--- config.mk ---
export PLATFORM = sky130hd
export DESIGN_NAME = mem_access_unit_flat
export DESIGN_NICKNAME = d
export VERILOG_FILES = /design/src/rtl/mem_access_unit_pkg.sv /design/src/rtl/mem_access_unit_if.sv /design/src/rtl/mem_access_unit_wait_timer.sv /design/src/rtl/mem_access_unit.sv /design/src/flat_wrapper.sv
export SDC_FILE = /design/constraint.sdc
export NUM_CORES = 1
export LEC_CHECK = 0
export ABC_CLOCK_PERIOD_IN_PS = 2660
export BUFFER_PORTS_ARGS = -buffer_cell sky130_fd_sc_hd__buf_4
export CORE_UTILIZATION = 48
export DETAILED_ROUTE_END_ITERATION = 10
export GPL_ROUTABILITY_DRIVEN = 0
export PLACE_DENSITY = 0.81
export SLEW_MARGIN = 10
export SYNTH_ARGS = -nofsm -noshare
export SYNTH_HDL_FRONTEND = slang
export SYNTH_SLANG_ARGS = --single-unit
--- constraint.sdc ---
create_clock -name clk_i -period 2.66 [get_ports clk_i]
set_input_delay 0.399 -clock clk_i [delete_from_list [all_inputs] [get_ports clk_i]]
set_output_delay 0.399 -clock clk_i [all_outputs]
set_load 0.01 [all_outputs]
--- src/rtl/mem_access_unit_pkg.sv ---
// Shared types and constants for the MEM-stage access unit.
package mem_access_unit_pkg;

  typedef enum logic [1:0] {
    StIdle = 2'd0,
    StReq  = 2'd1,
    StResp = 2'd2
  } state_e;

  localparam logic [31:0] WordAlignMask = 32'hFFFF_FFFC;

  function automatic logic is_misaligned(logic [31:0] addr);
    return addr[1:0] != 2'b00;
  endfunction

endpackage

--- src/rtl/mem_access_unit_if.sv ---
// Data-memory request/response channel between the MEM stage and memory.
interface mem_access_unit_if;

  logic        req_valid;
  logic        req_ready;
  logic        req_we;
  logic [31:0] req_addr;
  logic [31:0] req_wdata;
  logic        rsp_valid;
  logic [31:0] rsp_rdata;

  modport master (
    output req_valid, req_we, req_addr, req_wdata,
    input  req_ready, rsp_valid, rsp_rdata
  );

  modport slave (
    input  req_valid, req_we, req_addr, req_wdata,
    output req_ready, rsp_valid, rsp_rdata
  );

endinterface

--- src/rtl/mem_access_unit_wait_timer.sv ---
// Saturating wait counter for outstanding accesses; flags expiry at MaxWait.
module mem_access_unit_wait_timer #(
  parameter int unsigned MaxWait = 255
) (
  input  logic clk_i,
  input  logic rst_ni,
  input  logic clr_i,
  input  logic en_i,
  output logic expired_o
);

  localparam int unsigned Width = (MaxWait == 0) ? 1 : $clog2(MaxWait + 1);
  // With MaxWait == 0 the counter still saturates, it just never expires.
  localparam logic [Width-1:0] Limit = (MaxWait == 0) ? {Width{1'b1}} : Width'(MaxWait);

  logic [Width-1:0] count_q, count_d;

  always_comb begin
    count_d = count_q;
    if (clr_i) begin
      count_d = '0;
    end else if (en_i && (count_q != Limit)) begin
      count_d = count_q + 1'b1;
    end
  end

  always_ff @(posedge clk_i or negedge rst_ni) begin
    if (!rst_ni) begin
      count_q <= '0;
    end else begin
      count_q <= count_d;
    end
  end

  assign expired_o = (MaxWait != 0) && (count_q == Limit);

endmodule

--- src/rtl/mem_access_unit.sv ---
// MEM stage: issues word loads/stores, stalls the pipeline while an access is
// outstanding and registers the stage result into the MEM/WB outputs.
module mem_access_unit
  import mem_access_unit_pkg::*;
#(
  parameter int unsigned MaxWait = 255
) (
  input  logic                     clk_i,
  input  logic                     rst_ni,
  input  logic [31:0]              ex_mem_alu_result_i,
  input  logic                     ex_mem_memtoreg_i,
  input  logic [4:0]               ex_mem_rd_i,
  input  logic                     ex_mem_regwrite_i,
  input  logic                     ex_mem_memread_i,
  input  logic                     ex_mem_memwrite_i,
  input  logic [31:0]              ex_mem_rs2_data_i,
  mem_access_unit_if.master        dmem,
  output logic                     mem_stall_o,
  output logic                     mem_misaligned_o,
  output logic                     mem_timeout_o,
  output logic [31:0]              mem_wb_alu_result_o,
  output logic [31:0]              mem_wb_mem_data_o,
  output logic                     mem_wb_memtoreg_o,
  output logic [4:0]               mem_wb_rd_o,
  output logic                     mem_wb_regwrite_o
);

  state_e      state_q, state_d;
  logic [31:0] addr_q, addr_d;
  logic [31:0] wdata_q, wdata_d;
  logic        we_q, we_d;

  logic [31:0] wb_alu_q, wb_alu_d;
  logic [31:0] wb_data_q, wb_data_d;
  logic        wb_memtoreg_q, wb_memtoreg_d;
  logic [4:0]  wb_rd_q, wb_rd_d;
  logic        wb_regwrite_q, wb_regwrite_d;

  logic stall, misaligned, timeout, req_valid;
  logic complete, load_done, timer_clr, timer_en, expired;
  logic mem_op;

  mem_access_unit_wait_timer #(
    .MaxWait (MaxWait)
  ) u_wait_timer (
    .clk_i     (clk_i),
    .rst_ni    (rst_ni),
    .clr_i     (timer_clr),
    .en_i      (timer_en),
    .expired_o (expired)
  );

  assign mem_op = ex_mem_memread_i | ex_mem_memwrite_i;

  always_comb begin
    state_d       = state_q;
    addr_d        = addr_q;
    wdata_d       = wdata_q;
    we_d          = we_q;
    wb_alu_d      = wb_alu_q;
    wb_data_d     = wb_data_q;
    wb_memtoreg_d = wb_memtoreg_q;
    wb_rd_d       = wb_rd_q;
    wb_regwrite_d = wb_regwrite_q;
    stall         = 1'b0;
    misaligned    = 1'b0;
    timeout       = 1'b0;
    req_valid     = 1'b0;
    complete      = 1'b0;
    load_done     = 1'b0;
    timer_clr     = 1'b0;
    timer_en      = 1'b0;

    unique case (state_q)
      StIdle: begin
        if (mem_op) begin
          if (is_misaligned(ex_mem_alu_result_i)) begin
            misaligned = 1'b1;
          end else begin
            stall     = 1'b1;
            addr_d    = ex_mem_alu_result_i & WordAlignMask;
            wdata_d   = ex_mem_rs2_data_i;
            we_d      = ex_mem_memwrite_i;
            timer_clr = 1'b1;
            state_d   = StReq;
          end
        end else begin
          complete = 1'b1;
        end
      end
      StReq: begin
        req_valid = 1'b1;
        timer_en  = 1'b1;
        // An accepted request finishes in preference to an expiring timer.
        if (dmem.req_ready && (we_q || dmem.rsp_valid)) begin
          complete  = 1'b1;
          load_done = !we_q;
          state_d   = StIdle;
        end else if (expired) begin
          timeout = 1'b1;
          state_d = StIdle;
        end else begin
          stall = 1'b1;
          if (dmem.req_ready) begin
            state_d = StResp;
          end
        end
      end
      StResp: begin
        timer_en = 1'b1;
        if (dmem.rsp_valid) begin
          complete  = 1'b1;
          load_done = 1'b1;
          state_d   = StIdle;
        end else if (expired) begin
          timeout = 1'b1;
          state_d = StIdle;
        end else begin
          stall = 1'b1;
        end
      end
      default: state_d = StIdle;
    endcase

    if (complete) begin
      wb_alu_d      = ex_mem_alu_result_i;
      wb_memtoreg_d = ex_mem_memtoreg_i;
      wb_rd_d       = ex_mem_rd_i;
      wb_regwrite_d = ex_mem_regwrite_i;
      if (load_done) begin
        wb_data_d = dmem.rsp_rdata;
      end
    end else if (stall || misaligned || timeout) begin
      wb_regwrite_d = 1'b0;
      wb_memtoreg_d = 1'b0;
    end
  end

  always_ff @(posedge clk_i or negedge rst_ni) begin
    if (!rst_ni) begin
      state_q       <= StIdle;
      addr_q        <= '0;
      wdata_q       <= '0;
      we_q          <= 1'b0;
      wb_alu_q      <= '0;
      wb_data_q     <= '0;
      wb_memtoreg_q <= 1'b0;
      wb_rd_q       <= '0;
      wb_regwrite_q <= 1'b0;
    end else begin
      state_q       <= state_d;
      addr_q        <= addr_d;
      wdata_q       <= wdata_d;
      we_q          <= we_d;
      wb_alu_q      <= wb_alu_d;
      wb_data_q     <= wb_data_d;
      wb_memtoreg_q <= wb_memtoreg_d;
      wb_rd_q       <= wb_rd_d;
      wb_regwrite_q <= wb_regwrite_d;
    end
  end

  assign dmem.req_valid = req_valid;
  assign dmem.req_we    = we_q;
  assign dmem.req_addr  = addr_q;
  assign dmem.req_wdata = wdata_q;

  assign mem_stall_o         = stall;
  assign mem_misaligned_o    = misaligned;
  assign mem_timeout_o       = timeout;
  assign mem_wb_alu_result_o = wb_alu_q;
  assign mem_wb_mem_data_o   = wb_data_q;
  assign mem_wb_memtoreg_o   = wb_memtoreg_q;
  assign mem_wb_rd_o         = wb_rd_q;
  assign mem_wb_regwrite_o   = wb_regwrite_q;

endmodule

--- src/flat_wrapper.sv ---
// flat-port wrapper written by rule: the top's interface ports become plain ports
module mem_access_unit_flat import mem_access_unit_pkg::*;
#(
  parameter int unsigned MaxWait = 255
)
  (clk_i, rst_ni, ex_mem_alu_result_i, ex_mem_memtoreg_i, ex_mem_rd_i, ex_mem_regwrite_i, ex_mem_memread_i, ex_mem_memwrite_i, ex_mem_rs2_data_i, mem_stall_o, mem_misaligned_o, mem_timeout_o, mem_wb_alu_result_o, mem_wb_mem_data_o, mem_wb_memtoreg_o, mem_wb_rd_o, mem_wb_regwrite_o, dmem_req_valid, dmem_req_we, dmem_req_addr, dmem_req_wdata, dmem_req_ready, dmem_rsp_valid, dmem_rsp_rdata);
  mem_access_unit_if dmem_i ();
  input  logic clk_i;
  input  logic rst_ni;
  input  logic [31:0] ex_mem_alu_result_i;
  input  logic ex_mem_memtoreg_i;
  input  logic [4:0] ex_mem_rd_i;
  input  logic ex_mem_regwrite_i;
  input  logic ex_mem_memread_i;
  input  logic ex_mem_memwrite_i;
  input  logic [31:0] ex_mem_rs2_data_i;
  output logic mem_stall_o;
  output logic mem_misaligned_o;
  output logic mem_timeout_o;
  output logic [31:0] mem_wb_alu_result_o;
  output logic [31:0] mem_wb_mem_data_o;
  output logic mem_wb_memtoreg_o;
  output logic [4:0] mem_wb_rd_o;
  output logic mem_wb_regwrite_o;
  output wire logic [$bits(dmem_i.req_valid)-1:0] dmem_req_valid;
  output wire logic [$bits(dmem_i.req_we)-1:0] dmem_req_we;
  output wire logic [$bits(dmem_i.req_addr)-1:0] dmem_req_addr;
  output wire logic [$bits(dmem_i.req_wdata)-1:0] dmem_req_wdata;
  input wire logic [$bits(dmem_i.req_ready)-1:0] dmem_req_ready;
  input wire logic [$bits(dmem_i.rsp_valid)-1:0] dmem_rsp_valid;
  input wire logic [$bits(dmem_i.rsp_rdata)-1:0] dmem_rsp_rdata;
  assign dmem_req_valid = dmem_i.req_valid;
  assign dmem_req_we = dmem_i.req_we;
  assign dmem_req_addr = dmem_i.req_addr;
  assign dmem_req_wdata = dmem_i.req_wdata;
  assign dmem_i.req_ready = dmem_req_ready;
  assign dmem_i.rsp_valid = dmem_rsp_valid;
  assign dmem_i.rsp_rdata = dmem_rsp_rdata;
  mem_access_unit #(.MaxWait(MaxWait)) u_core (.clk_i(clk_i), .rst_ni(rst_ni), .ex_mem_alu_result_i(ex_mem_alu_result_i), .ex_mem_memtoreg_i(ex_mem_memtoreg_i), .ex_mem_rd_i(ex_mem_rd_i), .ex_mem_regwrite_i(ex_mem_regwrite_i), .ex_mem_memread_i(ex_mem_memread_i), .ex_mem_memwrite_i(ex_mem_memwrite_i), .ex_mem_rs2_data_i(ex_mem_rs2_data_i), .dmem(dmem_i), .mem_stall_o(mem_stall_o), .mem_misaligned_o(mem_misaligned_o), .mem_timeout_o(mem_timeout_o), .mem_wb_alu_result_o(mem_wb_alu_result_o), .mem_wb_mem_data_o(mem_wb_mem_data_o), .mem_wb_memtoreg_o(mem_wb_memtoreg_o), .mem_wb_rd_o(mem_wb_rd_o), .mem_wb_regwrite_o(mem_wb_regwrite_o));
endmodule
## Word level (Yosys, flattened, before mapping)

Cells that the tools add are included.

- Order comparisons: 0
- Multiply operators: 0
- Divide/modulo/power cells: 0
- Eq/ne operators: 8
- Shift-type cells: 0
- Mux-type cells: 35
- Add/subtract/negate cells: 1
- Reductions and logical operators: 14
- Bitwise logic cells: 2

Operators with widths:

| kind | count |
|---|---|
| 2-to-1 mux 1 bit | 21 |
| 2-to-1 mux 8 bit | 2 |
| 2-to-1 mux 2 bit | 7 |
| adder 8 x 1 -> 8 bit, second input constant | 1 |
| == test 8 bit, second input constant | 1 |
| inequality test 8 bit, second input constant | 1 |
| one-hot mux 1 bit (3 select lines) | 2 |
| one-hot mux 2 bit (3 select lines) | 1 |
| nonzero test 2 bit | 3 |
| inequality test 4 x 2 -> 1 bit, second input constant | 1 |
| one-hot mux 1 bit (2 select lines) | 2 |
| AND reduction 4 bit | 1 |
| logical OR 1 bit | 3 |
| inequality test 3 x 2 -> 1 bit, second input constant | 1 |
| AND reduction 3 bit | 1 |
| == test 2 x 1 -> 1 bit, second input constant | 1 |
| == test 2 bit, second input constant | 1 |
| logical AND 1 bit | 2 |
| logical NOT 2 bit | 1 |
| inequality test 2 x 1 -> 1 bit, second input constant | 1 |
| inequality test 2 bit, second input constant | 1 |
| AND reduction 2 bit | 1 |
| OR reduction 2 bit | 1 |
| logical NOT 1 bit | 1 |
| 2 further kinds | 2 |

- Word-level logic and storage cells: 70
- Bits in latches: 0
- Bits in writable memories: 0
- Memories: 0
- Bits in registers: 144
- Bits in read-only memories: 0
- Output and inout port bits: 140
- Input bits: 109

## Longest topological paths before layout

Gate-level depths: netlist of the first run.

- Depth after elaboration: 8
- Gate-level depth with buffers: 9
- Depth with buffers taken out: 6

## Hierarchy

From an unflattened synthesis of the first run, not the netlist that was laid out.

- Cells, all modules: 374
- Area total of the unflattened synthesis: 5838.1 µm²

By module, submodules not included:

| module | area each (µm²) | cells an instance | instances | sequential area each (µm²) |
|---|---|---|---|---|
| mem_access_unit | 5368.9 | 327 | 1 | 3403.3 |
| mem_access_unit_wait_timer | 469.2 | 47 | 1 | 200.2 |

## Least setup slack after synthesis of the first run

No wires, ideal clock.

- Kind: reg2out
- From: register u_core.state_q[0]
- To: output mem_stall_o
- Cell stages (with the launch flop): 10
- Data required time: 2.261 ns
- Path slack: 0.560 ns
- Path buffers: 3
- Arrival time: 1.701 ns
- Cells stage by stage: dfrtp_1 inv_1 ha_1 buf_2 inv_2 nor4_4 buf_4 buf_4 a21oi_1 nor2_1

- Cells in the longest elaborated chain, start to end: 2

RTL lines:

| what | RTL line | source |
|---|---|---|
| start, declared | mem_access_unit.sv:28 | `state_e state_q, state_d;` |
| start signal, assigned | mem_access_unit.sv:141 | `state_q <= StIdle;` |
| start signal, assigned | mem_access_unit.sv:151 | `state_q <= state_d;` |
| == test 2 bit (tied with other cells) | mem_access_unit.sv:74 | `unique case (state_q)` |
| one-hot mux 1 bit (3 select lines) (*) | mem_access_unit.sv:74 |  |
| end, declared | flat_wrapper.sv:17 | `output logic mem_stall_o;` |

Every way passes the cells marked *; elsewhere a longest branch is shown, timed or not.

## Final worst setup path of the first run

Same ends and word-level chain as after synthesis.

==> impl_metrics.json, run 1 <==
{
  "wl_mm": 13.8,
  "async_flop_share_pct": 100,
  "path_cells": "inv_1 > ha_1 > inv_2 > nor4_4 > a21oi_1 > nor2_1 > buf_4",
  "worstSkewPairLatency_ns": 0.40,
  "yosys_warnings": 0,
  "core_mm2": 0.0116,
  "die_area_mm2": 0.0125,
  "synth_common_cells": "dfrtp_1, mux2_2, mux2_1, nor2_1, buf_2",
  "crit_family": "simple AND/OR/NAND/NOR gates",
  "h-tree-depth": 4,
  "synth.top_cell.area_share_pct": 62.3,
  "antenna_found_initial": 0,
  "r2r_cells": 6,
  "drc_errors": 9,
  "n_fill_cell": 820,
  "startpoint": "u_core.state_q[0]$_DFFE_PN0P_",
  "path_class": "reg -> out",
  "setup_viol": 0,
  "grt_pass1_wl_mm": 22.4,
  "cts_resized": 0,
  "yosysSeqAreaShare_pct": 62.3,
  "diodes": 0,
  "cp_slowest_cell": "dfrtp_1",
  "synth_area_leaders": "dfrtp_1, mux2_2, mux2_1",
  "nets": 744,
  "synth_top_area_cell": "dfrtp_1",
  "clkTransAtPathRegs_ns": 0.06,
  "fin_crit_sh_pct": 95.3,
  "grt_start_max_net_pins": 69,
  "end_kind": "output pin",
  "rows": 39,
  "relSlewSlack_pct": 57.6,
  "slowest_delay_ns": 0.42,
  "crit_buf_inv": 3,
  "wl_per_cell_um": 17.6,
  "io_buffers": 246,
  "total_power_mw": 10.4,
  "dp_hpwl_mm": 10.1,
  "cts_tree": "built",
  "clockBufferDepth": 2,
  "critPathMaxFanout": 7,
  "violations": "DRC, hold timing",
  "post_cts_buffers": 0,
  "maxCapViolations": 0,
  "detail-route-antenna-nets": 0,
  "r2r_slack_ns": 0.37,
  "setup_tns_ns": 0,
  "die_height_um": 112,
  "ys.flop_type": "dfrtp_1",
  "status": "finished, violations left",
  "cp.depth": 7,
  "synth_area_mm2": 0.00579,
  "clock_sinks": 144,
  "vias": 4019,
  "ys_types": 45,
  "hold_class": "in -> async",
  "finalCriticalPeriod_ns": 2.53,
  "cts_root_buf": "clkbuf_16",
  "finalHoldViolations": 10,
  "grt-ovfl-total": 0,
  "rsz0062_at_grt": "no",
  "critPathCapture": "mem_stall_o",
  "synth_edf_count": 0,
  "grt_pass1_vias": 4452,
  "cp.required_ns": 2.26,
  "syn_to_final_growth_pct": 45.3,
  "fp.dieW_um": 112,
  "drtPass1Iterations": 7,
  "reg2reg_to": "u_core.dmem.req_addr[10]$_DFFE_PN0P_",
  "p_per_area_mw_per_mm2": 1240,
  "whs_ns": -0.0217,
  "synth_seq_cells": 144,
  "maxSlewViolCount": 0,
  "synthCells": 374,
  "vias_per_cell": 5.11,
  "holdBufCountCts": 0,
  "p_leak_nw": 4.08,
  "cp.arrival_ns": 2.14,
  "clock_skew_ns": 0.00429,
  "avgSynthCellArea_um2": 15.5,
  "grt_usage_pct": 23.3,
  "first_iter_violations": 157,
  "io_pins": 249,
  "critPathLaunchType": "flip-flop",
  "worstMarginPinSlew_ns": 0.636,
  "cts_inserted_buffers": 17,
  "synth_most_common_cell": "dfrtp_1",
  "ir_drop_mv": 0.778,
  "start_util_pct": 50.0,
  "r2r-start": "u_core.state_q[0]$_DFFE_PN0P_",
  "final_layout_size_suffix_gt1_share_pct": 62.5,
  "fmax_mhz": 395
}
[where the power goes]
group | total, mW | internal (mW) | switching, mW
Clock | 2.34 | 1.47 | 0.868
Sequential | 3.86 | 3.26 | 0.600
Combinational | 4.21 | 2.45 | 1.76
Total | 10.4 | 7.19 | 3.23
[routing by layer]
layer | part of all wire [%] | track usage, %
met5 | 0 | 0
met4 | 1.9 | 7.66
met3 | 7.0 | 8.82
met2 | 54 | 41.8
met1 | 37 | 25.2
[layout by cell type (no fill, tap or decap), types with 2 or more instances in the layout]
master / count
buf_12: 4
o21ai_0: 6
dfrtp_1: 144
conb_1: 2
inv_1: 3
or3_1: 2
nor2b_1: 2
a21oi_1: 7
clkinv_2: 5
nor2_1: 11
clkbuf_8: 4
bufinv_16: 2
o211ai_1: 2
clkinvlp_4: 2
buf_4: 248
mux2_1: 22
nand3_1: 4
and3_1: 2
ha_1: 5
mux2_4: 8
xnor2_1: 2
clkbuf_16: 17
nand2_1: 6
xor2_1: 2
o2bb2ai_1: 2
mux2_2: 101
[final cells by class]
class / instances / area (um2) / share of cell area (%)
clock buffers: 22 / 484 / 5.76
clock inverters: 10 / 109 / 1.29
inverters: 4 / 15.0 / 0.179
multi-input cells: 210 / 2060 / 24.5
flip-flops and latches: 144 / 3600 / 42.9
well taps: 143 / 179 / 2.13
repair buffers: 253 / 1950 / 23.2
[sequential cells by signal, indices dropped and copies added, names as in the netlist]
| name | cells |
|---|---|
| u_core.dmem.req_wdata | 32 |
| u_core.mem_wb_rd_o | 5 |
| u_core.state_q | 2 |
| u_core.u_wait_timer.count_q | 8 |
| u_core.dmem.req_addr | 30 |
| u_core.mem_wb_memtoreg_o | 1 |
| u_core.mem_wb_regwrite_o | 1 |
| u_core.mem_wb_mem_data_o | 32 |
| u_core.dmem.req_we | 1 |
| u_core.mem_wb_alu_result_o | 32 |
[worst min-delay path by stage]
stage | to | slack [ns] | cells past startpoint
finish | u_core.dmem.req_addr[15]$_DFFE_PN0P_ | -0.02 | 1
global route | u_core.dmem.req_addr[15]$_DFFE_PN0P_ | 0.02 | 1
CTS | u_core.mem_wb_alu_result_o[16]$_DFFE_PN0P_ | 0.007 | 1
detailed placement | u_core.mem_wb_alu_result_o[18]$_DFFE_PN0P_ | 0.45 | 1
global placement | u_core.dmem.req_addr[18]$_DFFE_PN0P_ | 0.43 | 1
floorplan | u_core.dmem.req_addr[10]$_DFFE_PN0P_ | 0.10 | 0
[logic make-up (layout without fill, tap and decap cells)]
family | count (synthesis) | count (layout) | share of synthesized area, %
AO/OA/AOI/OAI | 31 | 31 | 4.02
XOR/XNOR | 4 | 4 | 0.606
adder cells (fa/ha/maj) | 5 | 5 | 1.08
buffers and inverters | 21 | 289 | 2.33
flip-flops | 144 | 144 | 62.3
multiplexers | 131 | 131 | 26.0
other | 1 | 2 | 0.0648
AND/OR/NAND/NOR | 37 | 37 | 3.61
[stage by stage]
step / hold WS (ns) / instances / worst slack [ns] / area (um2) / utilization (%)
floorplan: 0.103 / 375 / 0.560 / 5790 / -
global placement: 0.432 / 754 / 0.525 / 7810 / 67.6
detailed placement: 0.448 / 754 / 0.385 / 7810 / 67.6
CTS: 0.00652 / 786 / 0.119 / 8410 / 72.7
global route: 0.0247 / 786 / 0.0359 / 8410 / 72.7
finish: -0.0217 / 786 / 0.126 / 8410 / 72.7
No activity file was read; power rests on OpenSTA's default activity.
==> inputs of run 2 (changes only) <==
CORE_UTILIZATION = 35   (was 48)
PLACE_DENSITY = default   (was 0.81)
REMOVE_ABC_BUFFERS = 1   (was default)
==> run 2 against run 1 <==
Net effect: the flow now finishes without violations; sequential power about the same; final cell count increased by 9.3%; die area increased by 36%; setup slack improved by 0.075 ns; clock skew increased by 0.0034 ns; clock power increased by 6%; global-route usage decreased by 6.6 points; non-clock buffer count unchanged; core utilization decreased by 19 points; via count decreased by 1.2%; critical endpoint unchanged.
==> impl_metrics.json, run 2 (same netlist as run 1, synthesis figures left out) <==
{
  "fp.dieW_um": 131,
  "vias": 3970,
  "dp_hpwl_mm": 10.2,
  "diodes": 0,
  "fin_area_mm2": 0.00851,
  "clock_skew_ns": 0.00767,
  "first_iter_violations": 130,
  "wl_mm": 14.1,
  "p_leak_nw": 4.08,
  "cp_slowest_cell": "dfrtp_1",
  "post_cts_buffers": 0,
  "cts_root_buf": "clkbuf_16",
  "path_cells": "inv_1 > ha_2 > inv_2 > nor4_4 > a21oi_1 > nor2_1 > buf_4",
  "clock_sinks": 144,
  "setup_tns_ns": 0,
  "multi_input_area_mm2": 0.00207,
  "slowest_delay_ns": 0.40,
  "p_per_area_mw_per_mm2": 1240,
  "maxCapViolations": 0,
  "layout_common_cells": "buf_4, dfrtp_1, mux2_2",
  "fin_crit_sh_pct": 92.5,
  "die_height_um": 131,
  "worstMarginPinSlew_ns": 0.589,
  "finalHoldViolations": 0,
  "cts_inserted_buffers": 17,
  "io_buffers": 246,
  "clkTransAtPathRegs_ns": 0.06,
  "worstSkewPairLatency_ns": 0.42,
  "n_fill_cell": 1398,
  "finalCriticalPeriod_ns": 2.46,
  "detail-route-antenna-nets": 0,
  "placed_area_mm2": 0.00789,
  "drc_errors": 0,
  "critPathMaxFanout": 7,
  "fin_util_pct": 53.2,
  "total_power_mw": 10.5,
  "clockBufferDepth": 2,
  "grt_start_max_net_pins": 64,
  "wl_per_cell_um": 16.4,
  "final_layout_size_suffix_gt1_share_pct": 62.7,
  "place_ws_ns": 0.445,
  "end_kind": "output pin",
  "maxSlewViolCount": 0,
  "whs_ns": 0.196,
  "hold_class": "in -> reg",
  "fin_ws_ns": 0.201,
  "fmax_mhz": 407,
  "status": "finished clean",
  "antenna_found_initial": 0,
  "rsz0062_at_grt": "no",
  "seq_area_mm2": 0.00360,
  "dp.cells": 826,
  "drtPass1Iterations": 4,
  "rows": 46,
  "grt-ovfl-total": 0,
  "critPathLaunchType": "flip-flop",
  "final_common_cell": "buf_4",
  "grt_pass1_vias": 4100,
  "vias_per_cell": 4.62,
  "h-tree-depth": 4,
  "syn_to_final_growth_pct": 47.1,
  "nets": 744,
  "cts_tree": "built",
  "relSlewSlack_pct": 60.7,
  "fin_cells": 859,
  "grt_usage_pct": 16.7,
  "io_pins": 249,
  "path_class": "reg -> out",
  "setup_viol": 0,
  "grt_pass1_wl_mm": 21.4,
  "ir_drop_mv": 0.669,
  "start_util_pct": 36.2,
  "cp.arrival_ns": 2.06,
  "core_mm2": 0.0160,
  "cp.required_ns": 2.26,
  "die_area_mm2": 0.0171
}
==> run 2: final cells by class <==
class                      count  area share (%)
tap                          216            3.17
sequential                   144            42.3
clock inverter                14            2.07
timing repair buffer         253            22.8
inverter                       4           0.176
multi-input combinational    210            24.3
clock buffer                  18            5.16
==> run 2: critical path: cells and delay by family (launching register included) <==
kind,cells,cell delay (ns)
simple gates,2,0.53
flops,1,0.40
buf+inv,3,0.33
fa+ha+maj,1,0.29
compound gates,1,0.10
==> run 2: routing by layer <==
layer | up-vias | global-route usage [%] | share of wire [%]
met2 | 103 | 29.3 | 54
met1 | 1998 | 18.8 | 38
met5 | - | 0 | 0
met3 | 16 | 5.90 | 5.9
li1 | 1853 | - | -
met4 | 0 | 5.48 | 1.3
==> run 2: worst paths after layout <==
path                                                               to                                  start  cells past startpoint  slack (ns)
hold reg to reg                 u_core.dmem.req_wdata[26]$_DFFE_PN0P_  u_core.dmem.req_wdata[26]$_DFFE_PN0P_                      1        0.49
setup reg to reg           u_core.mem_wb_alu_result_o[22]$_DFFE_PN0P_          u_core.state_q[1]$_DFFE_PN0P_                      7        0.55
max in group asynchronous     u_core.mem_wb_mem_data_o[3]$_DFFE_PN0P_                                 rst_ni                      3        1.28
hold / removal                  u_core.dmem.req_wdata[23]$_DFFE_PN0P_                  ex_mem_rs2_data_i[23]                      2        0.20
min in group asynchronous              u_core.dmem.req_we$_DFFE_PN0P_                                 rst_ni                      2        0.54
setup / recovery                                          mem_stall_o          u_core.state_q[1]$_DFFE_PN0P_                      7        0.20
==> run 2: power by group <==
| group | switching, mW | total (mW) | internal (mW) | leakage (nW) |
|---|---|---|---|---|
| sequential | 0.579 | 3.84 | 3.26 | 1.75 |
| clock | 0.967 | 2.48 | 1.52 | 0.299 |
| combinational | 1.76 | 4.19 | 2.43 | 2.03 |
==> run 2: timing repair <==
| item | in CTS | in global routing |
|---|---|---|
| endpoints found under the hold margin | 61 | 0 |
| setup endpoints to repair | 0 | 1 |
| gates resized for setup | 0 | 1 |
| hold buffers | 1 | 0 |
==> inputs of run 3 (changes only) <==
PLACE_DENSITY = 0.58   (was default)
==> run 3 against run 2 <==
Net effect: the flow now finishes with violations (hold timing); total power rose by 0.49%; final cell count fell by 0.12%; die area unchanged; global-route usage barely moved; setup slack got worse by 0.018 ns; combinational power barely moved; clock power up 3%; fmax fell by 0.71%; register-to-register slack worse by 0.05 ns; via count is essentially flat; critical path depth is the same; wire length up 0.90%; critical path type unchanged; critical endpoint unchanged; largest power group unchanged; highest routed layer unchanged.
==> impl_metrics.json, run 3 (same netlist as run 1, synthesis figures left out) <==
{
  "finalCriticalPeriod_ns": 2.48,
  "switching_power_mw": 3.25,
  "vias_per_cell": 4.63,
  "wl_per_cell_um": 16.6,
  "grt_usage_pct": 16.7,
  "drc_errors": 0,
  "relSlewSlack_pct": 54.4,
  "nets": 743,
  "rows": 46,
  "fmax_mhz": 404,
  "antenna_found_initial": 0,
  "fin_cells": 858,
  "clockPowerShare_pct": 24.1,
  "die_area_mm2": 0.0171,
  "grt_pass1_vias": 3987,
  "maxSlewViolCount": 0,
  "final_common_cell": "buf_4",
  "worstMarginPinSlew_ns": 0.683,
  "drtPass1Iterations": 4,
  "setup_viol": 0,
  "layout_common_cells": "buf_4, dfrtp_1, mux2_2",
  "place_ws_ns": 0.491,
  "p_int_mw": 7.32,
  "clkTransAtPathRegs_ns": 0.06,
  "holdBufCountCts": 0,
  "p_sw_share_pct": 30.8,
  "finalHoldViolations": 1,
  "whs_ns": -0.00138,
  "wl_mm": 14.2,
  "cp.required_ns": 2.26,
  "clock_sinks": 144,
  "io_buffers": 246,
  "hold_class": "in -> async",
  "final_layout_size_suffix_gt1_share_pct": 62.5,
  "fin_crit_sh_pct": 93.1,
  "ir_drop_mv": 0.760,
  "dp_hpwl_mm": 10.5,
  "grt-ovfl-total": 0,
  "die_height_um": 131,
  "clock_skew_ns": 0.00629,
  "cts_inserted_buffers": 17,
  "path_cells": "inv_1 > ha_1 > inv_2 > nor4_4 > a21oi_1 > nor2_1 > buf_4",
  "critPathMaxFanout": 7,
  "cts_root_buf": "clkbuf_16",
  "cp.arrival_ns": 2.08,
  "cp_slowest_cell": "dfrtp_1",
  "detail-route-antenna-nets": 0,
  "core_mm2": 0.0160,
  "critPathLaunchType": "flip-flop",
  "io_pins": 249,
  "start_util_pct": 36.2,
  "n_fill_cell": 1430,
  "p_leak_nw": 4.09,
  "violations": "hold timing",
  "p_per_area_mw_per_mm2": 1240,
  "diodes": 0,
  "pwr-share-comb_pct": 39.6,
  "fp.dieW_um": 131,
  "path_class": "reg -> out",
  "vias": 3969,
  "cts_resized": 0,
  "first_iter_violations": 173,
  "fin_ws_ns": 0.183,
  "h-tree-depth": 4,
  "cts_tree": "built",
  "grt_pass1_wl_mm": 21.3,
  "grt_start_max_net_pins": 73,
  "worstSkewPairLatency_ns": 0.41,
  "post_cts_buffers": 0,
  "rsz0062_at_grt": "no",
  "end_kind": "output pin",
  "syn_to_final_growth_pct": 47.3,
  "status": "finished, violations left",
  "maxCapViolations": 0,
  "slowest_delay_ns": 0.41,
  "dp.cells": 826,
  "clockBufferDepth": 2,
  "seq_power_share_pct": 36.3
}
run 3: path summary, 6_finish.rpt:
check | to | cells after the start | startpoint | slack, ns
min in group clk_i | u_core.dmem.req_wdata[27]$_DFFE_PN0P_ | 2 | ex_mem_rs2_data_i[27] | 0.20
max reg2reg | u_core.dmem.req_wdata[0]$_DFFE_PN0P_ | 6 | u_core.state_q[0]$_DFFE_PN0P_ | 0.50
min | u_core.dmem.req_wdata[24]$_DFFE_PN0P_ | 1 | rst_ni | -0.001
max in group asynchronous | u_core.dmem.req_wdata[1]$_DFFE_PN0P_ | 2 | rst_ni | 1.84
max | mem_stall_o | 7 | u_core.state_q[0]$_DFFE_PN0P_ | 0.18
min reg2reg | u_core.dmem.req_wdata[30]$_DFFE_PN0P_ | 1 | u_core.dmem.req_wdata[30]$_DFFE_PN0P_ | 0.48
run 3: layout make-up:
| class | count | area [um2] | share of cell area (%) |
|---|---|---|---|
| clock inverters | 12 | 181 | 2.13 |
| flip-flops and latches | 144 | 3600 | 42.3 |
| clock buffers | 20 | 457 | 5.36 |
| well taps | 216 | 270 | 3.17 |
| inverters | 4 | 15.0 | 0.176 |
| repair buffers | 252 | 1930 | 22.7 |
| multi-input cells | 210 | 2060 | 24.2 |
run 3: power by group through the flow:
stage               clock, mW  combinational (mW)  sequential (mW)
floorplan                   0                1.49             4.30
global placement            0                4.21             3.83
detailed placement          0                4.27             3.86
CTS                      2.62                4.27             3.85
global route             2.73                4.48             3.98
finish                   2.55                4.18             3.83
run 3: stage by stage:
step	area (um2)	hold slack, ns	setup TNS, ns	utilization, %	total power, mW
floorplan	5670	0.103	-70.65	-	5.79
global placement	7890	0.456	0	49.3	8.04
detailed placement	7890	0.464	0	49.3	8.13
CTS	8520	0.0178	0	53.3	10.7
global route	8520	0.0352	0	53.3	11.2
finish	8520	-0.00138	0	53.3	10.6
run 3: worst max-delay path, delay by kind of cell, from the launching register on:
family / cells / cell delay (ns)
flops: 1 / 0.41
buf+inv: 3 / 0.32
fa+ha+maj: 1 / 0.34
compound gates: 1 / 0.10
simple gates: 2 / 0.50
run 3: per-layer routing:
layer / up-vias / routed length [um] / GRT usage (%)
met5: - / 0 / 0
met1: 2004 / 5550 / 19.7
met2: 92 / 7860 / 28.6
met4: 0 / 221 / 6.42
met3: 15 / 590 / 4.93
li1: 1858 / - / -
